==> src/rtl/conv_frame_sequencer_if.sv <==
// rtl/conv_frame_sequencer_if.sv - pixel memory and line buffer bus of the frame sequencer
interface conv_frame_sequencer_if #(
    parameter int DATA_WIDTH = 8,
    parameter int ADDR_WIDTH = 12
);
    logic                  mem_rd_en;
    logic [ADDR_WIDTH-1:0] mem_rd_addr;
    logic [DATA_WIDTH-1:0] mem_rd_data;
    logic                  lb_rst_n;
    logic [DATA_WIDTH-1:0] lb_data;
    logic                  lb_valid;
    logic                  lb_window_valid;

    modport master (
        output mem_rd_en, mem_rd_addr, lb_rst_n, lb_data, lb_valid,
        input  mem_rd_data, lb_window_valid
    );

    modport slave (
        input  mem_rd_en, mem_rd_addr, lb_rst_n, lb_data, lb_valid,
        output mem_rd_data, lb_window_valid
    );
endinterface

==> src/rtl/conv_frame_sequencer.sv <==
// rtl/conv_frame_sequencer.sv - frame controller streaming pixels and flush zeros into a 3x3 line buffer
module conv_frame_sequencer #(
    parameter int DATA_WIDTH = 8,
    parameter int IMG_WIDTH  = 64,
    parameter int IMG_HEIGHT = 64,
    parameter int ADDR_WIDTH = $clog2(IMG_WIDTH*IMG_HEIGHT)
) (
    input  logic                  clk,
    input  logic                  rst_n,
    input  logic                  start,
    input  logic                  abort,
    input  logic                  feed_en,
    output logic                  busy,
    output logic                  done,
    output logic [ADDR_WIDTH:0]   win_count,
    conv_frame_sequencer_if.master bus
);
    localparam int NPIX    = IMG_WIDTH * IMG_HEIGHT;
    localparam int FLUSH_N = IMG_WIDTH + 1;
    localparam int FCW     = $clog2(FLUSH_N + 1);

    localparam logic [ADDR_WIDTH-1:0] LAST_ADDR  = ADDR_WIDTH'(NPIX - 1);
    localparam logic [ADDR_WIDTH:0]   WIN_MAX    = (ADDR_WIDTH+1)'(NPIX);
    localparam logic [FCW-1:0]        FLUSH_LAST = FCW'(FLUSH_N - 1);

    localparam logic [2:0] S_IDLE  = 3'd0;
    localparam logic [2:0] S_CLEAR = 3'd1;
    localparam logic [2:0] S_FILL  = 3'd2;
    localparam logic [2:0] S_FLUSH = 3'd3;
    localparam logic [2:0] S_DRAIN = 3'd4;

    logic [2:0]            state_q,      state_d;
    logic [ADDR_WIDTH-1:0] addr_q,       addr_d;
    logic [FCW-1:0]        flush_cnt_q,  flush_cnt_d;
    logic [ADDR_WIDTH:0]   win_count_q,  win_count_d;
    logic                  done_q,       done_d;
    logic                  lb_valid_q,   lb_valid_d;
    logic                  flush_flag_q, flush_flag_d;
    logic                  lb_rst_n_q,   lb_rst_n_d;
    logic                  issue;

    // Next-state, address/flush counters, window counting and the issue decision
    always_comb begin
        state_d     = state_q;
        addr_d      = addr_q;
        flush_cnt_d = flush_cnt_q;
        win_count_d = win_count_q;
        done_d      = 1'b0;
        issue       = 1'b0;

        // Windows only count while a frame is in flight; the count saturates.
        if (state_q != S_IDLE && bus.lb_window_valid && win_count_q != WIN_MAX) begin
            win_count_d = win_count_q + (ADDR_WIDTH+1)'(1);
        end

        case (state_q)
            S_IDLE: begin
                if (start && !abort) begin
                    state_d     = S_CLEAR;
                    addr_d      = '0;
                    flush_cnt_d = '0;
                    win_count_d = '0;
                end
            end
            S_CLEAR: begin
                state_d = S_FILL;
            end
            S_FILL: begin
                if (feed_en) begin
                    issue = 1'b1;
                    // Hold the last address rather than wrapping past the frame.
                    if (addr_q == LAST_ADDR) begin
                        state_d = S_FLUSH;
                    end else begin
                        addr_d = addr_q + ADDR_WIDTH'(1);
                    end
                end
            end
            S_FLUSH: begin
                if (feed_en) begin
                    issue       = 1'b1;
                    flush_cnt_d = flush_cnt_q + FCW'(1);
                    if (flush_cnt_q == FLUSH_LAST) begin
                        state_d = S_DRAIN;
                    end
                end
            end
            S_DRAIN: begin
                // Use the updated count so done lands the cycle after the final strobe.
                if (win_count_d == WIN_MAX) begin
                    state_d = S_IDLE;
                    done_d  = 1'b1;
                end
            end
            default: begin
                state_d = S_IDLE;
            end
        endcase

        // Abort overrides every transition and drops the pixel being issued.
        if (abort && state_q != S_IDLE) begin
            state_d = S_IDLE;
            issue   = 1'b0;
            done_d  = 1'b0;
        end

        lb_valid_d   = issue;
        flush_flag_d = issue && (state_q == S_FLUSH);
        lb_rst_n_d   = (state_d != S_CLEAR);
    end

    // State and pipeline registers
    always_ff @(posedge clk or negedge rst_n) begin
        if (!rst_n) begin
            state_q      <= S_IDLE;
            addr_q       <= '0;
            flush_cnt_q  <= '0;
            win_count_q  <= '0;
            done_q       <= 1'b0;
            lb_valid_q   <= 1'b0;
            flush_flag_q <= 1'b0;
            lb_rst_n_q   <= 1'b0;
        end else begin
            state_q      <= state_d;
            addr_q       <= addr_d;
            flush_cnt_q  <= flush_cnt_d;
            win_count_q  <= win_count_d;
            done_q       <= done_d;
            lb_valid_q   <= lb_valid_d;
            flush_flag_q <= flush_flag_d;
            lb_rst_n_q   <= lb_rst_n_d;
        end
    end

    // Output drive; lb_data muxes the memory return against the registered flush flag
    always_comb begin
        busy            = (state_q != S_IDLE);
        done            = done_q;
        win_count       = win_count_q;
        bus.mem_rd_en   = (state_q == S_FILL) && feed_en;
        bus.mem_rd_addr = addr_q;
        bus.lb_rst_n    = lb_rst_n_q;
        bus.lb_valid    = lb_valid_q;
        bus.lb_data     = flush_flag_q ? '0 : bus.mem_rd_data;
    end
endmodule

==> src/flat_wrapper.sv <==
// flat-port wrapper written by rule: the top's interface ports become plain ports
module conv_frame_sequencer_flat 
#(
    parameter int DATA_WIDTH = 8,
    parameter int IMG_WIDTH  = 64,
    parameter int IMG_HEIGHT = 64,
    parameter int ADDR_WIDTH = $clog2(IMG_WIDTH*IMG_HEIGHT)
)
  (clk, rst_n, start, abort, feed_en, busy, done, win_count, bus_mem_rd_en, bus_mem_rd_addr, bus_lb_rst_n, bus_lb_data, bus_lb_valid, bus_mem_rd_data, bus_lb_window_valid);
  conv_frame_sequencer_if #(.DATA_WIDTH(DATA_WIDTH), .ADDR_WIDTH(ADDR_WIDTH)) bus_i ();
  input  logic clk;
  input  logic rst_n;
  input  logic start;
  input  logic abort;
  input  logic feed_en;
  output logic busy;
  output logic done;
  output logic [ADDR_WIDTH:0] win_count;
  output wire logic [$bits(bus_i.mem_rd_en)-1:0] bus_mem_rd_en;
  output wire logic [$bits(bus_i.mem_rd_addr)-1:0] bus_mem_rd_addr;
  output wire logic [$bits(bus_i.lb_rst_n)-1:0] bus_lb_rst_n;
  output wire logic [$bits(bus_i.lb_data)-1:0] bus_lb_data;
  output wire logic [$bits(bus_i.lb_valid)-1:0] bus_lb_valid;
  input wire logic [$bits(bus_i.mem_rd_data)-1:0] bus_mem_rd_data;
  input wire logic [$bits(bus_i.lb_window_valid)-1:0] bus_lb_window_valid;
  assign bus_mem_rd_en = bus_i.mem_rd_en;
  assign bus_mem_rd_addr = bus_i.mem_rd_addr;
  assign bus_lb_rst_n = bus_i.lb_rst_n;
  assign bus_lb_data = bus_i.lb_data;
  assign bus_lb_valid = bus_i.lb_valid;
  assign bus_i.mem_rd_data = bus_mem_rd_data;
  assign bus_i.lb_window_valid = bus_lb_window_valid;
  conv_frame_sequencer #(.DATA_WIDTH(DATA_WIDTH), .IMG_WIDTH(IMG_WIDTH), .IMG_HEIGHT(IMG_HEIGHT), .ADDR_WIDTH(ADDR_WIDTH)) u_core (.clk(clk), .rst_n(rst_n), .start(start), .abort(abort), .feed_en(feed_en), .busy(busy), .done(done), .win_count(win_count), .bus(bus_i));
endmodule
==> config.mk <==
export PLATFORM = sky130hd
export DESIGN_NAME = conv_frame_sequencer_flat
export DESIGN_NICKNAME = d
export VERILOG_FILES = /design/src/rtl/conv_frame_sequencer_if.sv /design/src/rtl/conv_frame_sequencer.sv /design/src/flat_wrapper.sv
export SDC_FILE = /design/constraint.sdc
export NUM_CORES = 1
export LEC_CHECK = 0
export BUFFER_PORTS_ARGS = -buffer_cell sky130_fd_sc_hd__clkbuf_2
export CORE_MARGIN = 8
export CORE_UTILIZATION = 36
export CTS_CLUSTER_DIAMETER = 120
export DETAILED_ROUTE_END_ITERATION = 10
export GPL_TIMING_DRIVEN = 0
export PLACE_DENSITY_LB_ADDON = 0.08
export SETUP_SLACK_MARGIN = 0.4
export SYNTH_ARGS = -nofsm -noshare
export SYNTH_HDL_FRONTEND = slang
export SYNTH_SLANG_ARGS = --single-unit
==> constraint.sdc <==
create_clock -name clk -period 2.7 [get_ports clk]
set_clock_uncertainty 0.2 [all_clocks]
set_input_delay 0.81 -clock clk [delete_from_list [all_inputs] [get_ports clk]]
set_output_delay 0.81 -clock clk [all_outputs]
set_load 0.02 [all_outputs]
Word level (Yosys, flattened, before mapping)
Cells that the tools add are included.
- output and inout port bits: 38
- bits of input ports: 14
- flip-flop bits (word level): 39
- logic and storage cells: 63
- equal/unequal tests: 13
- add/subtract/negate cells: 3
- muxes and demuxes: 25
- reductions and logical operators: 14
- operators with widths (cell ; count):
    $mux W13 ; 3
    $mux W12 ; 3
    $pmux W12 S2 ; 1
    $mux W3 ; 7
    $pmux W3 S5 ; 1
    $mux W7 ; 2
    $pmux W7 S2 ; 1
    $add A13 B1 Y13 const B ; 1
    $eq A13 B13 Y1 const B ; 1
    $ne A13 B13 Y1 const B ; 1
    $add A12 B1 Y12 const B ; 1
    $eq A12 B12 Y1 const B ; 1
    $mux W8 ; 1
    $add A7 B1 Y7 const B ; 1
    $eq A7 B7 Y1 const B ; 1
    $eq A3 B2 Y1 const B ; 2
    $logic_and A1 B1 Y1 ; 6
    $mux W1 ; 6
    $ne A2 B2 Y1 const B ; 3
    $reduce_and A4 Y1 ; 1
    $reduce_bool A2 Y1 ; 2
    $eq A3 B1 Y1 const B ; 1
    $eq A3 B3 Y1 const B ; 1
    $logic_not A3 Y1 ; 1
    other kinds (6) ; 6

Logic depth before layout (Yosys ltp)
- depth in word-level cells: 9
- depth in mapped cells: 7
- mapped depth without buffers: 7

Worst setup path after synthesis
Ideal clock, no wire load.
- kind: register to register
- start: reg u_core.win_count_q[0] (netlist: u_core.win_count[0])
- end: reg u_core.state_q[2]
- buffers on the path: 0
- period minus slack after synthesis: 2.431 ns
- data required time: 2.367 ns
- arrival time: 2.098 ns
- stages on the path, launching flop included: 8
- slack: 0.269 ns
- library setup time: 0.133 ns
- path through: dfrtp_1 > inv_1 > ha_1 > or4b_4 > o31a_1 > mux2i_1 > a2111oi_1 > a21oi_1
- word-level cells in the longest chain between the ends: 7
- elaborated cells between the ends (all ways): 8
- RTL lines (element ; line ; RTL):
    start: declaration ; conv_frame_sequencer.sv:35 ; logic [ADDR_WIDTH:0] win_count_q, win_count_d;
    start signal: assignment ; conv_frame_sequencer.sv:127 ; win_count_q <= win_count_d;
    parallel branches: the longest is 2 deep, another holds $add A13 B1 Y13 ; n/a ;
    $mux W13 * ; conv_frame_sequencer.sv:52 ; if (state_q != S_IDLE && bus.lb_window_valid && win_count_q != WIN_MAX) begin
    $eq A13 B13 Y1 * ; conv_frame_sequencer.sv:90 ; if (win_count_d == WIN_MAX) begin
    $mux W3 * ; conv_frame_sequencer.sv:90 ;
    $pmux W3 S5 * ; conv_frame_sequencer.sv:56 ; case (state_q)
    $mux W3 * ; conv_frame_sequencer.sv:101 ; if (abort && state_q != S_IDLE) begin
    named net u_core.state_d[2] ; conv_frame_sequencer.sv:32 ; logic [2:0] state_q, state_d;
    end signal: assignment ; conv_frame_sequencer.sv:124 ; state_q <= state_d;
    end: declaration ; conv_frame_sequencer.sv:32 ;
Mark *: on every way through the listed nets, which the timed path passes.
A chain may end at the register's enable or synchronous reset.

Worst setup path in the final report
- start: in feed_en
- end: reg u_core.flush_flag_q
- word-level cells in the longest chain between the ends: 4
- RTL lines (element ; line ; RTL):
    start: declaration ; flat_wrapper.sv:15 ; input logic feed_en;
    $mux W1 ; conv_frame_sequencer.sv:69, conv_frame_sequencer.sv:80 ;
    $mux W1 ; n/a ;
    $mux W1 ; conv_frame_sequencer.sv:101 ;
    named net u_core.issue ; conv_frame_sequencer.sv:40 ; logic issue;
    $logic_and A1 B1 Y1 ; conv_frame_sequencer.sv:108 ; flush_flag_d = issue && (state_q == S_FLUSH);
    named net u_core.flush_flag_d ; conv_frame_sequencer.sv:38 ; logic flush_flag_q, flush_flag_d;
    end signal: assignment ; conv_frame_sequencer.sv:130 ; flush_flag_q <= flush_flag_d;
    end: declaration ; conv_frame_sequencer.sv:38 ;
The timed path passes the listed nets, and every way through them passes these cells.

==> key figures <==
Pwr
  • VDD IR max: 358 uV
  • Combinational Power Share: 0.289
  • Net switching power: 0.000476 W
  • Leak: 1.45 nW
  • Clk pwr share: 0.276
  • Sequential cell fraction of total power: 0.434
  • Switching share of power: 0.324
  • Power, Total: 0.00147 W
  • P_int: 0.000992 W
  • PwrDens: 473 mW/mm^2

Clocking
  • CTS max path bufs: 2
  • Root Buffer Master: clkbuf_8
  • Clk slew on worst S/H paths: 90 ps
  • CTS Buf Count: 5
  • Clk_lat worst skew: 300 ps
  • CTS Hold Bufs: 0
  • CTS tree: built
  • Clk sinks: 39
  • H-Tree Depth: 2

Layout
  • Commonest non-fill, non-tap cells in the layout: clkbuf_2 (51), dfrtp_1 (35), nor2_1 (27)
  • Most common cell after layout, fill and taps aside: clkbuf_2
  • Nets: 358
  • Post-route cell area: 0.00311 mm^2
  • # diodes: 0
  • Final std cells w/o fill: 417
  • Layout cells sized above 1: 0.356
  • Layout area overhead: 34.3%
  • Final Util: 0.495

Yosys
  • Synth cell types: 48
  • Ys Warns: 0
  • Mapped Nets: 273
  • Primary FF master, synth: dfrtp_1
  • Sequential share of the synthesized area: 0.422
  • Synth Instances: 254
  • Post-synthesis cell area: 0.00231 mm^2
  • Yosys reg bits: 39
  • Synth top area cells: dfrtp_1 (42%), nor2_1 (4.7%), xor2_1 (3.8%), nand2_1 (3.6%), xnor2_1 (3.4%)
  • Number of synthesized flops with an enable pin: 0
  • Synth Area per Inst: 9.10 um^2
  • Top-area cell type share of the netlist area: 0.422
  • Post-synth top area cell: dfrtp_1
  • Post-synth ARST share: 1.00

Setup path
  • Crit path buffers/inverters: 10
  • R2R Path Start: u_core.state_q[2]
  • Reg2reg path depth: 12
  • R2r setup slk: 430 ps
  • Crit path required time: 2740 ps
  • Stages on the worst setup path: 13
  • Worst reg2reg endpoint: u_core.flush_flag_q
  • Critical Path, Cell by Cell: buf_8, nand3b_1, buf_4, buf_4, buf_4, buf_4, buf_4, buf_4, buf_4, buf_4, buf_4, nor2_4, and2_4
  • Crit. End Element: flop
  • Slowest cell delay on critical path: 180 ps
  • Crit path DAT: 2380 ps
  • Crit path max fanout: 2
  • Critical-path top delay cell: buf_4
  • Startpoint Class: primary input
  • Most used cell, CP: buf_4
  • Worst path top cell family by delay: buffers and inverters
  • Setup CP Type: primary input to flop

STA
  • Slew of the pin with the lowest slew margin: 1010 ps
  • RSZ-0062 raised after global routing: yes
  • Final Setup Violations: 0
  • Fin crit period: 2340 ps
  • Endpoints failing hold: 0
  • Maximum clock frequency: 0.427 GHz
  • Slew HR: 0.329
  • Max Slew Vio Count: 0
  • Final worst-path cycle share: 0.867

Floorplanning
  • Core area: 0.00628 mm^2
  • Starting Density: 0.368
  • Die footprint: 0.00924 mm^2
  • Die W: 96.1 um
  • I/O pin cnt: 52
  • Die height: 96.1 um
  • Row cnt: 29

GRT
  • First-pass GRT wire length: 10500 um
  • Antenna violations before repair: 0
  • Total gr overflow: 0
  • Largest net degree at the start of global routing: 40
  • GRT Util Overall: 0.144
  • Vias in the first global route: 2190

Route
  • Drt total wl: 6450 um
  • Vias: 2186
  • 1st-iter DRT viols: 48
  • ANT nets after route: 0
  • 1st-pass router iterations: 4
  • Vias/cell: 5.24
  • Drt wl/cell: 15.5 um
  • # DRC: 0

Worst hold path
  • Hold depth: 1
  • Hold Crit Start: u_core.flush_cnt_q[4]
  • Hold Path Class: flop to flop
  • Hold Path End: u_core.flush_cnt_q[4]

Outcome
  • Status: completed

Placed design
  • Detailed Place HPWL: 4360 um
  • Placed Cells incl. Taps: 382
  • Area post-placement: 0.00267 mm^2
  • RePlAce Congestion: 0.808
  • I/O Buffers: 51

Job
  • Maxcap violations: 0
## layer usage
| layer | wire, um | global-route usage | part of all wire |
|---|---|---|---|
| met1 | 2900 | 0.181 | 0.45 |
| met2 | 3070 | 0.233 | 0.48 |
| met3 | 419 | 0.0351 | 0.065 |
| met4 | 65 | 0.0512 | 0.010 |
| met5 | 0 | 0 | 0 |
## power groups by stage
| stage | clock, W | sequential, W | combinational [W] |
|---|---|---|---|
| floorplan | 0 | 0.000687 | 0.000170 |
| global placement | 0 | 0.000667 | 0.000293 |
| detailed placement | 0 | 0.000668 | 0.000294 |
| CTS | 0.000422 | 0.000638 | 0.000391 |
| global route | 0.000447 | 0.000644 | 0.000465 |
| finish | 0.000405 | 0.000637 | 0.000425 |
## sequential cells by signal, indices dropped and copies added, names as in the netlist
signal                  flops
u_core.state_q              3
u_core.bus.lb_rst_n         1
u_core.win_count           13
u_core.bus.mem_rd_addr     12
u_core.bus.lb_valid         1
u_core.done                 1
u_core.flush_cnt_q          7
u_core.flush_flag_q         1
## cell families after synthesis
kind of cell,share of synthesized area
adder cells (fa/ha/maj),0.0271
AO/OA/AOI/OAI,0.127
buffers and inverters,0.0411
AND/OR/NAND/NOR,0.294
XOR/XNOR,0.0720
multiplexers,0.0173
flip-flops,0.422
## stage by stage
stage	hold WS [ps]	setup slack [ps]	TNS (ps)
final	344	359	0
after global routing	393	326	0
after CTS	348	323	0
after detailed placement	334	-344	-3430
after global placement	328	-282	-2800
after floorplan	295	306	0
## cell usage after synthesis, types with 2 or more instances
cell type and count:
o2111ai_1 2, xnor2_1 9, nor4_1 2, or4_4 2, nand4_1 7, or4_1 6
mux2i_1 4, o31ai_1 4, dfrtp_1 39, buf_6 2, or3_1 3, nor3_1 8
nand3b_1 3, and2_1 2, o311ai_0 2, and3_1 6, xor2_1 10, nor4_2 2
clkbuf_1 6, o211ai_1 6, nor2_1 29, nand2b_1 2, o21ai_0 10, nor2b_1 10
ha_1 5, nand3_1 12, inv_1 7, or2_2 2, o31a_1 3, nand2_1 22
a21oi_1 7, buf_2 4
## cell type report
| class | instances | area [um^2] |
|---|---|---|
| Fill cell | 655 | 3170 |
| Clock inverter | 3 | 20.0 |
| Timing Repair Buffer | 78 | 492 |
| Clock buffer | 5 | 68.8 |
| Inverter | 8 | 33.8 |
| Buffer | 12 | 88.8 |
| Multi-Input combinational cell | 195 | 1330 |
| Tap cell | 77 | 96.3 |
| Sequential cell | 39 | 981 |
## what timing repair did
action | 4_1_cts | 5_1_grt
gates resized for setup | 21 | 20
buffers inserted | 21 | 6
gates cloned | 0 | 0
endpoints found under the hold margin | 0 | 0
pin swaps | 3 | 4
setup endpoints to repair | 23 | 24
## worst max-delay path by stage
stage	from	to	slack (ps)
final	feed_en	u_core.flush_flag_q	360
after CTS	feed_en	bus_mem_rd_en	320
after global placement	abort	u_core.win_count[1]	-280
after global routing	feed_en	u_core.flush_flag_q	330
after detailed placement	abort	u_core.win_count[6]	-340
after floorplan	u_core.win_count[6]	u_core.state_q[2]	310
(Power assumes the default switching activity.)
